**src/rtl/fetch_pkg.sv**
```systemverilog
// Shared types and constants for the instruction-fetch slice.
package fetch_pkg;

   // One fetched instruction paired with the address it came from.
   typedef struct packed {
      logic [31:0] pc;
      logic [31:0] inst;
   } fetch_entry_t;

   localparam int unsigned INST_BYTES = 4;

endpackage

```
**src/rtl/fetch_if.sv**
```systemverilog
// Bus bundle between the fetch unit, the instruction ROM, the redirect source
// and decode.
//
// Handshake: decode sees a transfer in every cycle where out_valid && out_ready
// are both high at the rising edge. While out_valid is high and out_ready is
// low, out_pc/out_inst hold still until the transfer or a redirect. out_valid
// never depends on out_ready. The ROM side has no handshake: imem_inst always
// carries the word for the imem_addr of the previous cycle.
interface fetch_if;
   logic [31:0] imem_addr;
   logic [31:0] imem_inst;
   logic        redirect_valid;
   logic [31:0] redirect_pc;
   logic        out_valid;
   logic        out_ready;
   logic [31:0] out_pc;
   logic [31:0] out_inst;

   modport master (
      output imem_addr, out_valid, out_pc, out_inst,
      input  imem_inst, redirect_valid, redirect_pc, out_ready
   );

   modport slave (
      input  imem_addr, out_valid, out_pc, out_inst,
      output imem_inst, redirect_valid, redirect_pc, out_ready
   );
endinterface

```
**src/rtl/fetch_skid_fifo.sv**
```systemverilog
// Two-entry skid FIFO of fetched instructions. The head is read through a
// combinational mux so a buffered entry is visible in the same cycle it heads
// the queue. Flush empties the queue and overrides push and pop.
module fetch_skid_fifo
   import fetch_pkg::*;
(
   input  logic         clk,
   input  logic         rst,
   input  logic         i_push,
   input  logic         i_pop,
   input  logic         i_flush,
   input  fetch_entry_t i_data,
   output logic [1:0]   o_count,
   output fetch_entry_t o_head
);

   fetch_entry_t r_mem [2];
   logic         r_rd_ptr;
   logic         r_wr_ptr;
   logic [1:0]   r_count;

   // Pointer and occupancy bookkeeping; push and pop may coincide.
   always_ff @(posedge clk) begin
      if (rst || i_flush) begin
         r_rd_ptr <= 1'b0;
         r_wr_ptr <= 1'b0;
         r_count  <= 2'd0;
      end else begin
         if (i_push) r_wr_ptr <= ~r_wr_ptr;
         if (i_pop)  r_rd_ptr <= ~r_rd_ptr;
         r_count <= r_count + {1'b0, i_push} - {1'b0, i_pop};
      end
   end

   // Storage write; payload needs no reset because occupancy guards it.
   always_ff @(posedge clk) begin
      if (!rst && !i_flush && i_push) begin
         r_mem[r_wr_ptr] <= i_data;
      end
   end

   assign o_count = r_count;
   assign o_head  = r_mem[r_rd_ptr];

endmodule

```
**src/rtl/fetch_unit.sv**
```systemverilog
// Instruction-fetch initiator: owns the PC, drives the synchronous ROM,
// pairs each returned word with its PC and presents it to decode. A redirect
// flushes all buffered and in-flight work and restarts at the new target.
module fetch_unit
   import fetch_pkg::*;
#(
   parameter logic [31:0] RESET_PC = 32'h0000_0000
) (
   input  logic       clk,
   input  logic       rst,
   fetch_if.master    bus,
   output logic [1:0] o_dbg_count
);

   logic [31:0]  r_pc;
   logic         r_req_valid;
   logic [31:0]  r_req_pc;

   logic [1:0]   w_count;
   fetch_entry_t w_head;
   fetch_entry_t w_present;
   logic [31:0]  w_target;
   logic         w_redirect;
   logic         w_out_valid;
   logic         w_pop;
   logic         w_fall_through;
   logic         w_push;
   logic         w_fifo_pop;
   logic [2:0]   w_occ_next;
   logic         w_issue;

   assign w_redirect = bus.redirect_valid;
   assign w_target   = {bus.redirect_pc[31:2], 2'b00};

   // Something is presentable whenever the FIFO holds an entry or a response
   // is arriving; a redirect or reset hides it so no handshake can happen.
   assign w_out_valid    = !rst && !w_redirect && ((w_count != 2'd0) || r_req_valid);
   assign w_pop          = w_out_valid && bus.out_ready;
   assign w_fall_through = (w_count == 2'd0) && r_req_valid;
   assign w_fifo_pop     = w_pop && (w_count != 2'd0);
   assign w_push         = r_req_valid && !w_redirect && !rst && !(w_fall_through && w_pop);

   // Slots committed after this cycle; a new read may only start if it fits.
   assign w_occ_next = {1'b0, w_count} + {2'b00, r_req_valid} - {2'b00, w_pop};
   assign w_issue    = w_redirect || (w_occ_next < 3'd2);

   // Present the FIFO head, else the response falling straight through.
   always_comb begin
      w_present = '0;
      if (w_count != 2'd0) begin
         w_present = w_head;
      end else begin
         w_present.pc   = r_req_pc;
         w_present.inst = bus.imem_inst;
      end
   end

   // Drive the ROM address and decode outputs; payload is zero when idle.
   always_comb begin
      bus.imem_addr = r_pc;
      if (rst) begin
         bus.imem_addr = RESET_PC;
      end else if (w_redirect) begin
         bus.imem_addr = w_target;
      end
      bus.out_valid = w_out_valid;
      bus.out_pc    = w_out_valid ? w_present.pc   : 32'h0;
      bus.out_inst  = w_out_valid ? w_present.inst : 32'h0;
   end

   // PC and in-flight tracking; redirect beats the normal issue rule.
   always_ff @(posedge clk) begin
      if (rst) begin
         r_pc        <= RESET_PC;
         r_req_valid <= 1'b0;
         r_req_pc    <= 32'h0;
      end else if (w_redirect) begin
         r_pc        <= w_target + INST_BYTES;
         r_req_valid <= 1'b1;
         r_req_pc    <= w_target;
      end else if (w_issue) begin
         r_pc        <= r_pc + INST_BYTES;
         r_req_valid <= 1'b1;
         r_req_pc    <= r_pc;
      end else begin
         r_req_valid <= 1'b0;
      end
   end

   fetch_skid_fifo u_skid (
      .clk     (clk),
      .rst     (rst),
      .i_push  (w_push),
      .i_pop   (w_fifo_pop),
      .i_flush (w_redirect),
      .i_data  ({r_req_pc, bus.imem_inst}),
      .o_count (w_count),
      .o_head  (w_head)
   );

   assign o_dbg_count = w_count;

endmodule

```
**src/flat_wrapper.sv**
```systemverilog
// flat-port wrapper written by rule: the top's interface ports become plain ports
module fetch_unit_flat import fetch_pkg::*;
#(
   parameter logic [31:0] RESET_PC = 32'h0000_0000
)
  (clk, rst, o_dbg_count, bus_imem_addr, bus_out_valid, bus_out_pc, bus_out_inst, bus_imem_inst, bus_redirect_valid, bus_redirect_pc, bus_out_ready);
  fetch_if bus_i ();
  input  logic clk;
  input  logic rst;
  output logic [1:0] o_dbg_count;
  output wire logic [$bits(bus_i.imem_addr)-1:0] bus_imem_addr;
  output wire logic [$bits(bus_i.out_valid)-1:0] bus_out_valid;
  output wire logic [$bits(bus_i.out_pc)-1:0] bus_out_pc;
  output wire logic [$bits(bus_i.out_inst)-1:0] bus_out_inst;
  input wire logic [$bits(bus_i.imem_inst)-1:0] bus_imem_inst;
  input wire logic [$bits(bus_i.redirect_valid)-1:0] bus_redirect_valid;
  input wire logic [$bits(bus_i.redirect_pc)-1:0] bus_redirect_pc;
  input wire logic [$bits(bus_i.out_ready)-1:0] bus_out_ready;
  assign bus_imem_addr = bus_i.imem_addr;
  assign bus_out_valid = bus_i.out_valid;
  assign bus_out_pc = bus_i.out_pc;
  assign bus_out_inst = bus_i.out_inst;
  assign bus_i.imem_inst = bus_imem_inst;
  assign bus_i.redirect_valid = bus_redirect_valid;
  assign bus_i.redirect_pc = bus_redirect_pc;
  assign bus_i.out_ready = bus_out_ready;
  fetch_unit #(.RESET_PC(RESET_PC)) u_core (.clk(clk), .rst(rst), .bus(bus_i), .o_dbg_count(o_dbg_count));
endmodule
```
**config.mk**
```make
export PLATFORM = sky130hd
export DESIGN_NAME = fetch_unit_flat
export DESIGN_NICKNAME = d
export VERILOG_FILES = /design/src/rtl/fetch_pkg.sv /design/src/rtl/fetch_if.sv /design/src/rtl/fetch_skid_fifo.sv /design/src/rtl/fetch_unit.sv /design/src/flat_wrapper.sv
export SDC_FILE = /design/constraint.sdc
export NUM_CORES = 1
export LEC_CHECK = 0
export ABC_AREA = 1
export CORE_MARGIN = 2
export CORE_UTILIZATION = 55
export DETAILED_ROUTE_END_ITERATION = 8
export PLACE_DENSITY = 0.82
export RECOVER_POWER = 25
export SLEW_MARGIN = 0
export SYNTH_ARGS = -nofsm -noshare
export SYNTH_HDL_FRONTEND = slang
export SYNTH_HIERARCHICAL = 1
export SYNTH_SLANG_ARGS = --single-unit
```
**constraint.sdc**
```tcl
create_clock -name clk -period 13.8 [get_ports clk]
set_clock_uncertainty 0.15 [all_clocks]
set_input_delay 2.07 -clock clk [delete_from_list [all_inputs] [get_ports clk]]
set_output_delay 2.07 -clock clk [all_outputs]
set_load 0.01 [all_outputs]
```
; Yosys cells after proc, flatten, opt, wreduce, memory -nomap -nowiden
; Memory sizes are Yosys's and may differ from the RTL's. A register that Yosys moved wholly into a read port is not among the register bits.
; Index checks and enable logic that the tools add are counted.
[totals]
regBits = 69
latch_bits = 0
mem_bits_rw = 128
mem_bits_ro = 0
input_bits = 68
output_inout_bits = 99
wordCells = 52
memories = 1
[mem_list]
columns = name, depth, width, rd, rd_clocked_by_memory_dff, wr, line
row1 = u_core.u_skid.r_mem, 2, 64, 1, 1, 1, fetch_skid_fifo.sv:17  ; fetch_entry_t r_mem [2];
[classes]
add_sub_neg = 6
mul = 0
div_mod_pow = 0
magnitude_cmp = 1
n_eq_ne = 0
shifts = 0
mux = 15
n_bitwise = 2
n_reduce_logical = 20
[op_table]
columns = op, count
row1 = $mux 32, 8
row2 = $add 32x3->32 const B, 2
row3 = $mux 64, 1
row4 = $logic_and 1x1->1, 10
row5 = $mux 1, 6
row6 = $reduce_bool 2->1, 2
row7 = $add 2x1->3, 1
row8 = $logic_not 1->1, 3
row9 = $logic_or 1x1->1, 3
row10 = $lt 3x2->1 const B, 1
row11 = $sub 3x1->3, 1
row12 = $add 2x1->2, 1
row13 = $logic_not 2->1, 1
row14 = $not 1->1, 2
row15 = $reduce_or 2->1, 1
row16 = $sub 2x1->2, 1

; Logic depth before layout (Yosys ltp)
[depth]
word_depth = 10
mapped_depth = 18
mapped_depth_nobuf = 17

; Cells and area by module
; The synthesis kept the hierarchy.
[modules_own_cells]
columns = module, instances, cells_per_inst, area_per_inst_um2
row1 = fetch_skid_fifo, 1, 230, 5146.2
row2 = fetch_unit, 1, 931, 4923.5

; Worst setup path before layout
; OpenSTA, ideal clock, no wires.
[synth_timing]
kind = input port to flip-flop
from = in bus_redirect_valid
to = mem u_core/u_skid/r_mem[1][0] (netlist name), enable pin
setup_time_ns = 0.565
arrival_ns = 7.091
required_ns = 13.085
slack_ns = 5.994
stages = 6
cell_sequence = buf_4 > nor2_1 > nand2_1 > a21oi_1 > inv_1 > nor3_1
[synth_between]
elab_chain_len = 10
word_cells_on_any_way = 12
classes_between = mux: 2 / reduce/logical: 10
[synth_rtl]
columns = item, line
row1 = from (decl), flat_wrapper.sv:16  ; input wire logic [$bits(bus_i.redirect_valid)-1:0] bus_redirect_valid;
row2 = $logic_not 1->1 *, "fetch_unit.sv:37, fetch_unit.sv:41"
row3 = $logic_and 1x1->1 (2 in a row), fetch_unit.sv:37  ; assign w_out_valid = !rst && !w_redirect && ((w_count != 2'd0) || r_req_valid);
row4 = $logic_and 1x1->1, fetch_unit.sv:38  ; assign w_pop = w_out_valid && bus.out_ready;
row5 = $logic_and 1x1->1, fetch_unit.sv:41  ; assign w_push = r_req_valid && !w_redirect && !rst && !(w_fall_through && w_pop);
row6 = $logic_not 1->1, fetch_unit.sv:41
row7 = $logic_and 1x1->1 *, fetch_unit.sv:41
row8 = net u_core.w_push, fetch_unit.sv:27  ; logic w_push;
row9 = $logic_and 1x1->1 *, fetch_skid_fifo.sv:37  ; if (!rst && !i_flush && i_push) begin
row10 = $mux 1 *, fetch_skid_fifo.sv:37
row11 = $mux 1 (implied by the code) *, fetch_skid_fifo.sv:38  ; r_mem[r_wr_ptr] <= i_data;
row12 = to (decl), fetch_skid_fifo.sv:17
; The timed path passes the listed nets; every way through them passes the cells marked *.

; Final worst setup path
[layout_timing]
from = in rst
to = out bus_out_pc[17]
[layout_between]
elab_chain_len = 4
[layout_rtl]
columns = item, line
row1 = from (decl), flat_wrapper.sv:9  ; input logic rst;
row2 = $logic_not 1->1, fetch_unit.sv:37
row3 = $logic_and 1x1->1 (2 in a row), fetch_unit.sv:37
row4 = $mux 32, fetch_unit.sv:67  ; bus.out_pc = w_out_valid ? w_present.pc : 32'h0;
row5 = to (decl), flat_wrapper.sv:13  ; output wire logic [$bits(bus_i.out_pc)-1:0] bus_out_pc;
; No other way between the ends.

==> impl_metrics.py <==
metrics = {
    "synth": {
        "synth_edf_count": 128,
        "synth_simple_gate_area_frac": 0.226,
        "yosysWarnings": 6,
        "avgSynthCellArea_um2": 8.67,
        "ys_top_cells_by_count": "407 x nand2_1, 148 x inv_1, 128 x edfxtp_1",
        "synthAdderAreaFrac": 0.00572,
        "yosys.area.top_type": "edfxtp_1",
        "synth_cell_types": 43,
        "synth_top_family_by_area": "simple AND/OR/NAND/NOR gates",
        "synth_top_area_frac": 0.382,
        "synth_most_common_cell": "nand2_1",
        "muxShareOfSynthArea": 0.0949,
        "ys_ff_latch": 194,
        "ys_seq_area_frac": 0.513,
        "synthArstFlopShare": 0,
        "synth_area_um2": 10100,
        "synth_compound_gate_area_share": 0.0621,
        "synth_flop_cell": "edfxtp_1",
        "synth_cells": 1161,
        "synth.top_cells.by_area": "edfxtp_1 38%, nand2_1 15%, dfxtp_1 13%",
        "synth_xor_area_frac": 0.00435,
    },
    "place": {
        "gp_congestion": 0.861,
        "port_buffers": 162,
        "dp_hpwl_mm": 14.7,
        "pre_cts_slack_ps": 6780,
    },
    "timing": {
        "setup_tns_ps": 0,
        "setup_violations": 0,
        "fin_ws_ps": 6790,
        "rsz0062_at_grt": "no",
        "tightest_slew_ps": 892,
        "relSlewSlack": 0.404,
        "min_period_ps": 7010,
        "hold_viol": 0,
        "slew_viol_final": 0,
        "fin_crit_sh": 0.508,
        "fmax_ghz": 0.143,
    },
    "detailed_routing": {
        "first_pass_iters": 5,
        "drt_iter0_markers": 492,
        "wl_per_cell_um": 14.2,
        "num_vias": 7866,
        "viasPerCell": 5.09,
        "drcViolationCount": 0,
        "ant_nets": 0,
        "routed_wl_mm": 21.9,
    },
    "floorplan": {
        "rows": 49,
        "die_w_um": 139,
        "die_h_um": 139,
        "start_util": 0.561,
        "core_um2": 18000,
        "dieArea_um2": 19400,
        "io_pins": 167,
    },
    "flow_run": {
        "cap_violations": 0,
    },
    "clock_tree": {
        "clock_latency_ps": 430,
        "cts_max_path_buffers": 2,
        "htreeDepth": 4,
        "ctsHoldBuffers": 0,
        "cts_root_buffer": "clkbuf_16",
        "cts_sinks": 194,
        "numCtsBuffers": 17,
        "cts_tree": "done",
        "cts_setup_buffers": 0,
        "cts.clk_slew.worst_paths_ps": 60,
        "cts-resized-gates": 0,
    },
    "layout": {
        "nets": 1375,
        "layout-drive-gt1-share": 0.104,
        "fill_cells": 1446,
        "antenna_cells": 0,
        "area_growth_syn_to_layout_pct": 22.0,
    },
    "worst_setup_path": {
        "arrival_ps": 4790,
        "worstSetupPathType": "in -> out",
        "critPathMaxFanout": 44,
        "crit_path_end_kind": "output pin",
        "crit_required_ps": 11580,
        "start_kind": "input port",
    },
    "global_route": {
        "antenna_found_initial": 0,
        "grt_pass1_vias": 7544,
        "grt_use_total": 0.231,
        "grt_first_pass_wirelength_mm": 36.6,
        "grt_overflow": 0,
        "grt_max_degree": 78,
    },
    "min_path": {
        "hold_path.class": "reg -> reg",
    },
    "power_and_ir_drop": {
        "power.density_nw_per_um2": 100,
        "ir_worst_vdd_mv": 0.0904,
        "leakage_nw": 5.45,
    },
    "run_status": {
        "status": "complete, no violations",
    },
}
## stage by stage
step                      instances  hold WS (ps)  power (mW)  instance area (um2)  utilization
final                          1545           300        1.23                12300        0.684
after global routing           1545           318        1.28                12300        0.684
after CTS                      1545           303        1.24                12300        0.684
after detailed placement       1513           287       0.792                11700        0.654
after global placement         1513           277       0.789                11700        0.654
after floorplan                1166           276       0.732                10100            -
## cell usage in the layout (no fill, tap or decap), types with 23 or more instances in the layout
cell and count:
dlygate4sd3_1 23, o21ai_0 60, dfxtp_1 65, mux2_4 60
a21oi_1 32, nor2_1 90, inv_1 148, clkdlybuf4s50_1 139
edfxtp_1 128, nand2_1 407, nand3_1 29
## cell type report
type | count | area (um2) | share of cell area
clock inverter | 12 | 110 | 0.00896
sequential | 194 | 5170 | 0.421
timing repair buffer | 173 | 1700 | 0.139
multi-input combinational | 762 | 4000 | 0.326
tap | 229 | 287 | 0.0233
clock buffer | 20 | 437 | 0.0355
inverter | 155 | 582 | 0.0473
## per-layer routing
metal	routed length, um	global-route usage	vias up
met4	337	0.0712	0
li1	-	-	3975
met3	1400	0.0327	28
met1	9810	0.319	3579
met2	10400	0.380	284
met5	0	0	-
## logic make-up after synthesis
family,after synthesis
simple gates,563
buf+inv,210
flops,194
compound gates,119
mux,65
xor+xnor,5
fa+ha+maj,4
other cells,1
## power by group
| part | switching (mW) | total (mW) | internal (mW) |
|---|---|---|---|
| clock | 0.206 | 0.455 | 0.249 |
| combinational | 0.0777 | 0.137 | 0.0593 |
| sequential | 0.00966 | 0.643 | 0.633 |
## worst paths after layout
kind                            start                          to  slack [ps]  cells past startpoint
max                               rst              bus_out_pc[17]        6790                      9
max reg2reg  u_core/u_skid/o_count[1]              u_core/r_pc[3]        9250                     17
min                u_core/r_req_pc[4]  u_core/u_skid/r_mem[0][36]         300                      0
min reg2reg        u_core/r_req_pc[4]  u_core/u_skid/r_mem[0][36]         300                      0
## critical path: stages
cell             delay (ps)
clkdlybuf4s50_1         390
buf_4                   280
nor2_1                  260
nand2_1                 150
nand2_2                 390
buf_4                   480
nand2_1                 100
inv_1                    60
clkdlybuf4s50_1         590
## sequential cells by signal, indices dropped and copies added, names as in the netlist, named ones only
signal / flops
u_core/u_skid/r_mem: 128
u_core/u_skid/o_count: 2
u_core/r_pc: 30
u_core/u_skid/r_wr_ptr: 1
u_core/r_req_pc: 30
u_core/u_skid/r_rd_ptr: 1
u_core/r_req_valid: 1
No activity file was read; power rests on OpenSTA's default activity.
